`config.mk`:
```
export PLATFORM = sky130hd
export DESIGN_NAME = tdc_readout_scanner
export DESIGN_NICKNAME = d
export VERILOG_FILES = /design/src/rtl/tdc_readout_pkg.sv /design/src/rtl/tdc_readout_scanner_uart_tx_byte.sv /design/src/rtl/tdc_readout_scanner.sv
export SDC_FILE = /design/constraint.sdc
export NUM_CORES = 1
export LEC_CHECK = 0
export CORE_MARGIN = 3
export CORE_UTILIZATION = 50
export DETAILED_ROUTE_END_ITERATION = 7
export GPL_TIMING_DRIVEN = 0
export PLACE_DENSITY_LB_ADDON = 0.08
export SETUP_SLACK_MARGIN = 0.02
export SLEW_MARGIN = 5
export SYNTH_ARGS = -nofsm -noshare
export SYNTH_HDL_FRONTEND = slang
export SYNTH_SLANG_ARGS = --single-unit
```
`constraint.sdc`:
```
create_clock -name clk -period 2.2 [get_ports clk]
set_input_delay 0.22 -clock clk [delete_from_list [all_inputs] [get_ports clk]]
set_output_delay 0.22 -clock clk [all_outputs]
set_load 0.05 [all_outputs]
```
`src/rtl/tdc_readout_pkg.sv`:
```
// Shared types and frame constants for the TDC readout scanner.
// The READOUT_CHECKSUM_EN macro appends an XOR checksum byte to every frame.
package tdc_readout_pkg;

    typedef enum logic [1:0] {
        ST_IDLE  = 2'd0,
        ST_START = 2'd1,
        ST_DATA  = 2'd2,
        ST_STOP  = 2'd3
    } tx_state_e;

    localparam logic [7:0]  FRAME_HDR = 8'hA5;
    localparam int unsigned CH_COUNT  = 4;
    localparam int unsigned CH_W      = 8 * CH_COUNT;
`ifdef READOUT_CHECKSUM_EN
    localparam int unsigned FRAME_BYTES = 6;
`else
    localparam int unsigned FRAME_BYTES = 5;
`endif

    // Byte at position idx of a frame built from the snapshot.
    function automatic logic [7:0] frame_byte(input logic [2:0] idx, input logic [CH_W-1:0] snap);
        logic [7:0] b;
        b = 8'h00;
        case (idx)
            3'd0:    b = FRAME_HDR;
            3'd1:    b = snap[7:0];
            3'd2:    b = snap[15:8];
            3'd3:    b = snap[23:16];
            3'd4:    b = snap[31:24];
`ifdef READOUT_CHECKSUM_EN
            3'd5:    b = FRAME_HDR ^ snap[7:0] ^ snap[15:8] ^ snap[23:16] ^ snap[31:24];
`endif
            default: b = 8'h00;
        endcase
        return b;
    endfunction

endpackage

```
`src/rtl/tdc_readout_scanner_uart_tx_byte.sv`:
```
// Single-byte UART transmitter: start bit, 8 data bits LSB first, stop bit.
// A load on the final stop-bit cycle chains the next byte with no idle gap.
module uart_tx_byte
    import tdc_readout_pkg::*;
#(
    parameter int unsigned CLKS_PER_BIT = 16
) (
    input  logic       clk,
    input  logic       rst_n,
    input  logic       load_i,
    input  logic [7:0] byte_in_i,
    output logic       tx_o,
    output logic       byte_done_c
);

    localparam int unsigned    CNT_W    = $clog2(CLKS_PER_BIT);
    localparam logic [CNT_W-1:0] CNT_LAST = CNT_W'(CLKS_PER_BIT - 1);

    tx_state_e        state_q, state_d;
    logic [CNT_W-1:0] cnt_q, cnt_d;
    logic [2:0]       bit_q, bit_d;
    logic [7:0]       shift_q, shift_d;
    logic             tx_q, tx_d;
    logic             tick_c;

    always_ff @(posedge clk) begin
        if (!rst_n) begin
            state_q <= ST_IDLE;
            cnt_q   <= '0;
            bit_q   <= 3'd0;
            shift_q <= 8'h00;
            tx_q    <= 1'b1;
        end else begin
            state_q <= state_d;
            cnt_q   <= cnt_d;
            bit_q   <= bit_d;
            shift_q <= shift_d;
            tx_q    <= tx_d;
        end
    end

    always_comb begin
        state_d     = state_q;
        cnt_d       = cnt_q;
        bit_d       = bit_q;
        shift_d     = shift_q;
        byte_done_c = 1'b0;
        tick_c      = (cnt_q == CNT_LAST);

        case (state_q)
            ST_IDLE: begin
                if (load_i) begin
                    state_d = ST_START;
                    cnt_d   = '0;
                    shift_d = byte_in_i;
                end
            end
            ST_START: begin
                cnt_d = tick_c ? '0 : cnt_q + CNT_W'(1);
                if (tick_c) begin
                    state_d = ST_DATA;
                    bit_d   = 3'd0;
                end
            end
            ST_DATA: begin
                cnt_d = tick_c ? '0 : cnt_q + CNT_W'(1);
                if (tick_c) begin
                    if (bit_q == 3'd7) begin
                        state_d = ST_STOP;
                    end else begin
                        bit_d   = bit_q + 3'd1;
                        shift_d = {1'b0, shift_q[7:1]};
                    end
                end
            end
            ST_STOP: begin
                cnt_d = tick_c ? '0 : cnt_q + CNT_W'(1);
                if (tick_c) begin
                    byte_done_c = 1'b1;
                    if (load_i) begin
                        state_d = ST_START;
                        shift_d = byte_in_i;
                    end else begin
                        state_d = ST_IDLE;
                    end
                end
            end
            default: state_d = ST_IDLE;
        endcase

        // Line level follows the state being entered so tx stays registered.
        case (state_d)
            ST_START: tx_d = 1'b0;
            ST_DATA:  tx_d = shift_d[0];
            default:  tx_d = 1'b1;
        endcase
    end

    assign tx_o = tx_q;

endmodule

```
`src/rtl/tdc_readout_scanner.sv`:
```
// Snapshots four synchronized channel bytes and sends them as a framed UART stream.
// Define READOUT_CHECKSUM_EN to append an XOR checksum byte to each frame.
module tdc_readout_scanner
    import tdc_readout_pkg::*;
#(
    parameter int unsigned CLKS_PER_BIT = 16
) (
    input  logic            clk,
    input  logic            rst_n,
    input  logic [CH_W-1:0] ch_data,
    input  logic            start,
    output logic            tx,
    output logic            busy,
    output logic            frame_done
);

    localparam logic [2:0] LAST_IDX = 3'(FRAME_BYTES - 1);

    logic [CH_W-1:0] ch_meta_q, ch_sync_q;
    logic [CH_W-1:0] snap_q, snap_d;
    logic            busy_q, busy_d;
    logic [2:0]      idx_q, idx_d;
    logic            frame_done_q, frame_done_d;
    logic            accept_c, load_c, byte_done_c;
    logic [7:0]      byte_sel_c;

    always_ff @(posedge clk) begin
        if (!rst_n) begin
            ch_meta_q    <= '0;
            ch_sync_q    <= '0;
            snap_q       <= '0;
            busy_q       <= 1'b0;
            idx_q        <= 3'd0;
            frame_done_q <= 1'b0;
        end else begin
            ch_meta_q    <= ch_data;
            ch_sync_q    <= ch_meta_q;
            snap_q       <= snap_d;
            busy_q       <= busy_d;
            idx_q        <= idx_d;
            frame_done_q <= frame_done_d;
        end
    end

    // Frame sequencing: accept, chain the next byte, or close the frame.
    always_comb begin
        snap_d       = snap_q;
        busy_d       = busy_q;
        idx_d        = idx_q;
        frame_done_d = 1'b0;
        load_c       = 1'b0;
        accept_c     = !busy_q && start;

        if (accept_c) begin
            snap_d = ch_sync_q;
            busy_d = 1'b1;
            idx_d  = 3'd0;
            load_c = 1'b1;
        end else if (busy_q && byte_done_c) begin
            if (idx_q == LAST_IDX) begin
                busy_d       = 1'b0;
                frame_done_d = 1'b1;
            end else begin
                idx_d  = idx_q + 3'd1;
                load_c = 1'b1;
            end
        end

        // Index 0 is the constant header, so the stale snapshot is harmless on accept.
        byte_sel_c = frame_byte(idx_d, snap_q);
    end

    uart_tx_byte #(
        .CLKS_PER_BIT (CLKS_PER_BIT)
    ) u_uart_tx_byte (
        .clk         (clk),
        .rst_n       (rst_n),
        .load_i      (load_c),
        .byte_in_i   (byte_sel_c),
        .tx_o        (tx),
        .byte_done_c (byte_done_c)
    );

    assign busy       = busy_q;
    assign frame_done = frame_done_q;

endmodule

```
==> impl_metrics.env <==
export IMPL_status="finished, violations left"
export IMPL_violations="negative setup slack"
export IMPL_wl_per_cell_microns=14.5
export IMPL_cp_end_kind="register"
export IMPL_path_delay_family="simple AND/OR/NAND/NOR gates"
export IMPL_grt_first_pass_wirelength_mm=15.7
export IMPL_synthAdderAreaFrac_pct=1.42
export IMPL_worstSetupPathType="reg2reg"
export IMPL_syn_area_sq_mm=0.00440
export IMPL_grt_max_degree=17
export IMPL_die_area_sq_mm=0.00995
export IMPL_wl_met2_mm=4.67
export IMPL_fin_crit_ps=2210
export IMPL_synthCells=477
export IMPL_place_area_sq_mm=0.00489
export IMPL_drv_cap=0
export IMPL_post_route_period_util_pct=100
export IMPL_p_sw_mw=1.20
export IMPL_yosys_mux_area_fraction_pct=2.68
export IMPL_setup_viol=1
export IMPL_layout_setup_ws_ps=-5.13
export IMPL_ys_types=51
export IMPL_cts_root_buf="clkbuf_8"
export IMPL_p_clk_share_pct=49.7
export IMPL_drt_iter0_markers=165
export IMPL_cts_path_max_buffers=2
export IMPL_place_congestion=0.875
export IMPL_start_kind="register"
export IMPL_fin_cells=664
export IMPL_wl_mm=9.60
export IMPL_cts_sink_count=119
export IMPL_yosys_area_share_simple_pct=22.1
export IMPL_layout_common_cells="dfxtp_1 (115), nand2_1 (74), and2_1 (66), a21oi_1 (54), clkdlybuf4s50_1 (36)"
export IMPL_ant_nets=0
export IMPL_swShare_pct=23.5
export IMPL_rsz0062_at_grt="true"
export IMPL_highest_layer="met4"
export IMPL_antenna_cells=0
export IMPL_fp_dieW_microns=99.8
export IMPL_drive_above_1_share_pct=15.6
export IMPL_postCtsHoldBufs=0
export IMPL_drc=0
export IMPL_fin_tns_setup_ps=-5.13
export IMPL_power_density_mw_per_mm2=889
export IMPL_core_area_sq_mm=0.00838
export IMPL_crit_chain="ha_4 > and3_4 > buf_6 > nand2_1 > nor3b_4 > buf_4 > a211oi_4 > buf_4 > o311a_1 > o311a_1 > nor3_1"
export IMPL_critical_path_required_ps=2620
export IMPL_synthArstFlopShare_pct=0
export IMPL_hold_viol_final=0
export IMPL_final_util_pct=68.7
export IMPL_synth_top_family_by_area="simple AND/OR/NAND/NOR gates"
export IMPL_path_clk_slew_ps=60
export IMPL_maxSlewHeadroom_pct=60.5
export IMPL_hp_class="in2reg"
export IMPL_die_y_microns=99.8
export IMPL_syn_nets=517
export IMPL_firstDrtPassIters=5
export IMPL_critPathMaxStageDelay_ps=370
export IMPL_cts_buffers=17
export IMPL_ys_ff_latch=119
export IMPL_placed_cells=618
export IMPL_wl_met3_microns=380
export IMPL_slowest_stage="dfxtp_4"
export IMPL_cts_tree="built"
export IMPL_dp_hpwl_mm=6.29
export IMPL_rows=33
export IMPL_vias_per_cell=5.26
export IMPL_path_buf_inv=3
export IMPL_synth_seq_area_share_pct=54.2
export IMPL_grt_overflow=0
export IMPL_cp_max_fo=7
export IMPL_grt_use_total_pct=20.1
export IMPL_hold_depth=3
export IMPL_antenna_found_initial=0
export IMPL_fin_nets=586
export IMPL_design_area_sq_mm=0.00576
export IMPL_pin_count=38
export IMPL_synth_xor_area_share_pct=0.399
export IMPL_p_comb_share_pct=5.9
export IMPL_area_growth_pct=31.1
export IMPL_p_leak_nw=2.12
export IMPL_synth_edf_count=0
export IMPL_start_util_pct=52.4
export IMPL_insertion_delay_ps=500
export IMPL_ir_drop_v=0.000630
export IMPL_synth_compound_area_share_pct=16.1
export IMPL_max_freq_mhz=453
export IMPL_grt_pass1_vias=3332
export IMPL_arrival_ps=2630
export IMPL_met1_length_mm=4.35
export IMPL_layout_commonest_cell="dfxtp_1"
export IMPL_port_buffers=36
export IMPL_avgSynthCellArea_sq_um=9.21
export IMPL_path_depth=11
export IMPL_seqPwrFrac_pct=44.4
export IMPL_synth_warnings=0
export IMPL_ys_flop_type="dfxtp_1"
export IMPL_ff2ff_path_depth=11
export IMPL_num_vias=3490
export IMPL_finClkSkew_ps=6.06
export IMPL_tightest_slew_ps=587
export IMPL_slew_violations=0
export IMPL_htree_levels=4
export IMPL_p_int_mw=3.92
## Yosys cell counts, types with 4 or more instances
master / count / area [sq um]
nand3_1: 6 / 30.0
nor2_1: 23 / 86.3
clkbuf_1: 21 / 78.8
dfxtp_1: 119 / 2380
ha_1: 5 / 62.6
buf_1: 4 / 15.0
nand2_1: 76 / 285
a22oi_1: 5 / 37.5
o32ai_1: 4 / 35.0
a211oi_1: 5 / 37.5
mux2i_1: 8 / 80.1
and2_1: 67 / 419
inv_1: 7 / 26.3
a31oi_1: 4 / 25.0
o21ai_0: 13 / 65.1
a21oi_1: 56 / 280
nor3_1: 8 / 40.0
## metrics by stage
| stage | setup WS, ps | power [mW] | hold WS, ps |
|---|---|---|---|
| 6_report | -5.13 | 5.12 | 235 |
| 5_1_grt | -69.9 | 5.30 | 252 |
| 4_1_cts | 1.50 | 5.14 | 223 |
| 3_5_place_dp | -403 | 2.61 | 418 |
| 3_3_place_gp | -405 | 2.61 | 416 |
| 2_1_floorplan | 92.5 | 2.49 | 347 |
## power groups by stage
stage	sequential, mW	clock [mW]	combinational, mW
2_1_floorplan	2.32	0	0.171
3_3_place_gp	2.32	0	0.291
3_5_place_dp	2.32	0	0.297
4_1_cts	2.27	2.57	0.300
5_1_grt	2.28	2.68	0.338
6_report	2.27	2.54	0.304
## logic make-up after synthesis
family                     count (synthesis)
adders and majority gates                  5
and+or+nand+nor                          193
xor gates and xnor gates                   2
buffers and inverters                     35
muxes                                     10
DFF                                      119
AOI/OAI and AO/OA                        113
## sequential cells by signal, indices dropped and copies added (netlist names), 2 cells and up
name / cells
ch_meta_q: 32
ch_sync_q: 32
idx_q: 3
snap_q: 32
u_uart_tx_byte.bit_q: 3
u_uart_tx_byte.cnt_q: 4
u_uart_tx_byte.shift_q: 8
u_uart_tx_byte.state_q: 2
## worst register-to-register path, cell delays in order, from the launching register on
cell and delay (ps):
dfxtp_4 370, ha_4 150, and3_4 180, buf_6 120, nand2_1 120, nor3b_4 210, buf_4 150, a211oi_4 50
buf_4 180, o311a_1 350, o311a_1 110, nor3_1 130
## per-layer routing
| metal | vias up | track usage [%] |
|---|---|---|
| met1 | 1629 | 25.1 |
| met5 | - | 0 |
| met2 | 93 | 32.6 |
| li1 | 1753 | - |
| met4 | 0 | 8.93 |
| met3 | 15 | 5.40 |
## what timing repair did
item,CTS,global route
gates resized for setup,27,18
endpoints found under the setup margin,9,9
pin swaps,10,12
setup buffers,5,10
endpoints found under the hold margin,0,0
## layout make-up
class	instances	area, sq um
fill	654	2620
sequential	119	2390
multi-input combinational	323	2050
timing repair buffer	51	485
clock buffer	19	432
tap	105	131
buffer	27	125
clock inverter	13	120
inverter	7	28.8
## worst paths after layout
kind	start	slack [ps]	to
worst max-delay path	u_uart_tx_byte.cnt_q[0]	-5	u_uart_tx_byte.shift_q[5]
worst min-delay path	rst_n	240	u_uart_tx_byte.shift_q[5]
worst max register to register	u_uart_tx_byte.cnt_q[0]	-5	u_uart_tx_byte.shift_q[5]
worst min register to register	ch_meta_q[28]	430	ch_sync_q[28]
Power figures use the tool's default switching activity.
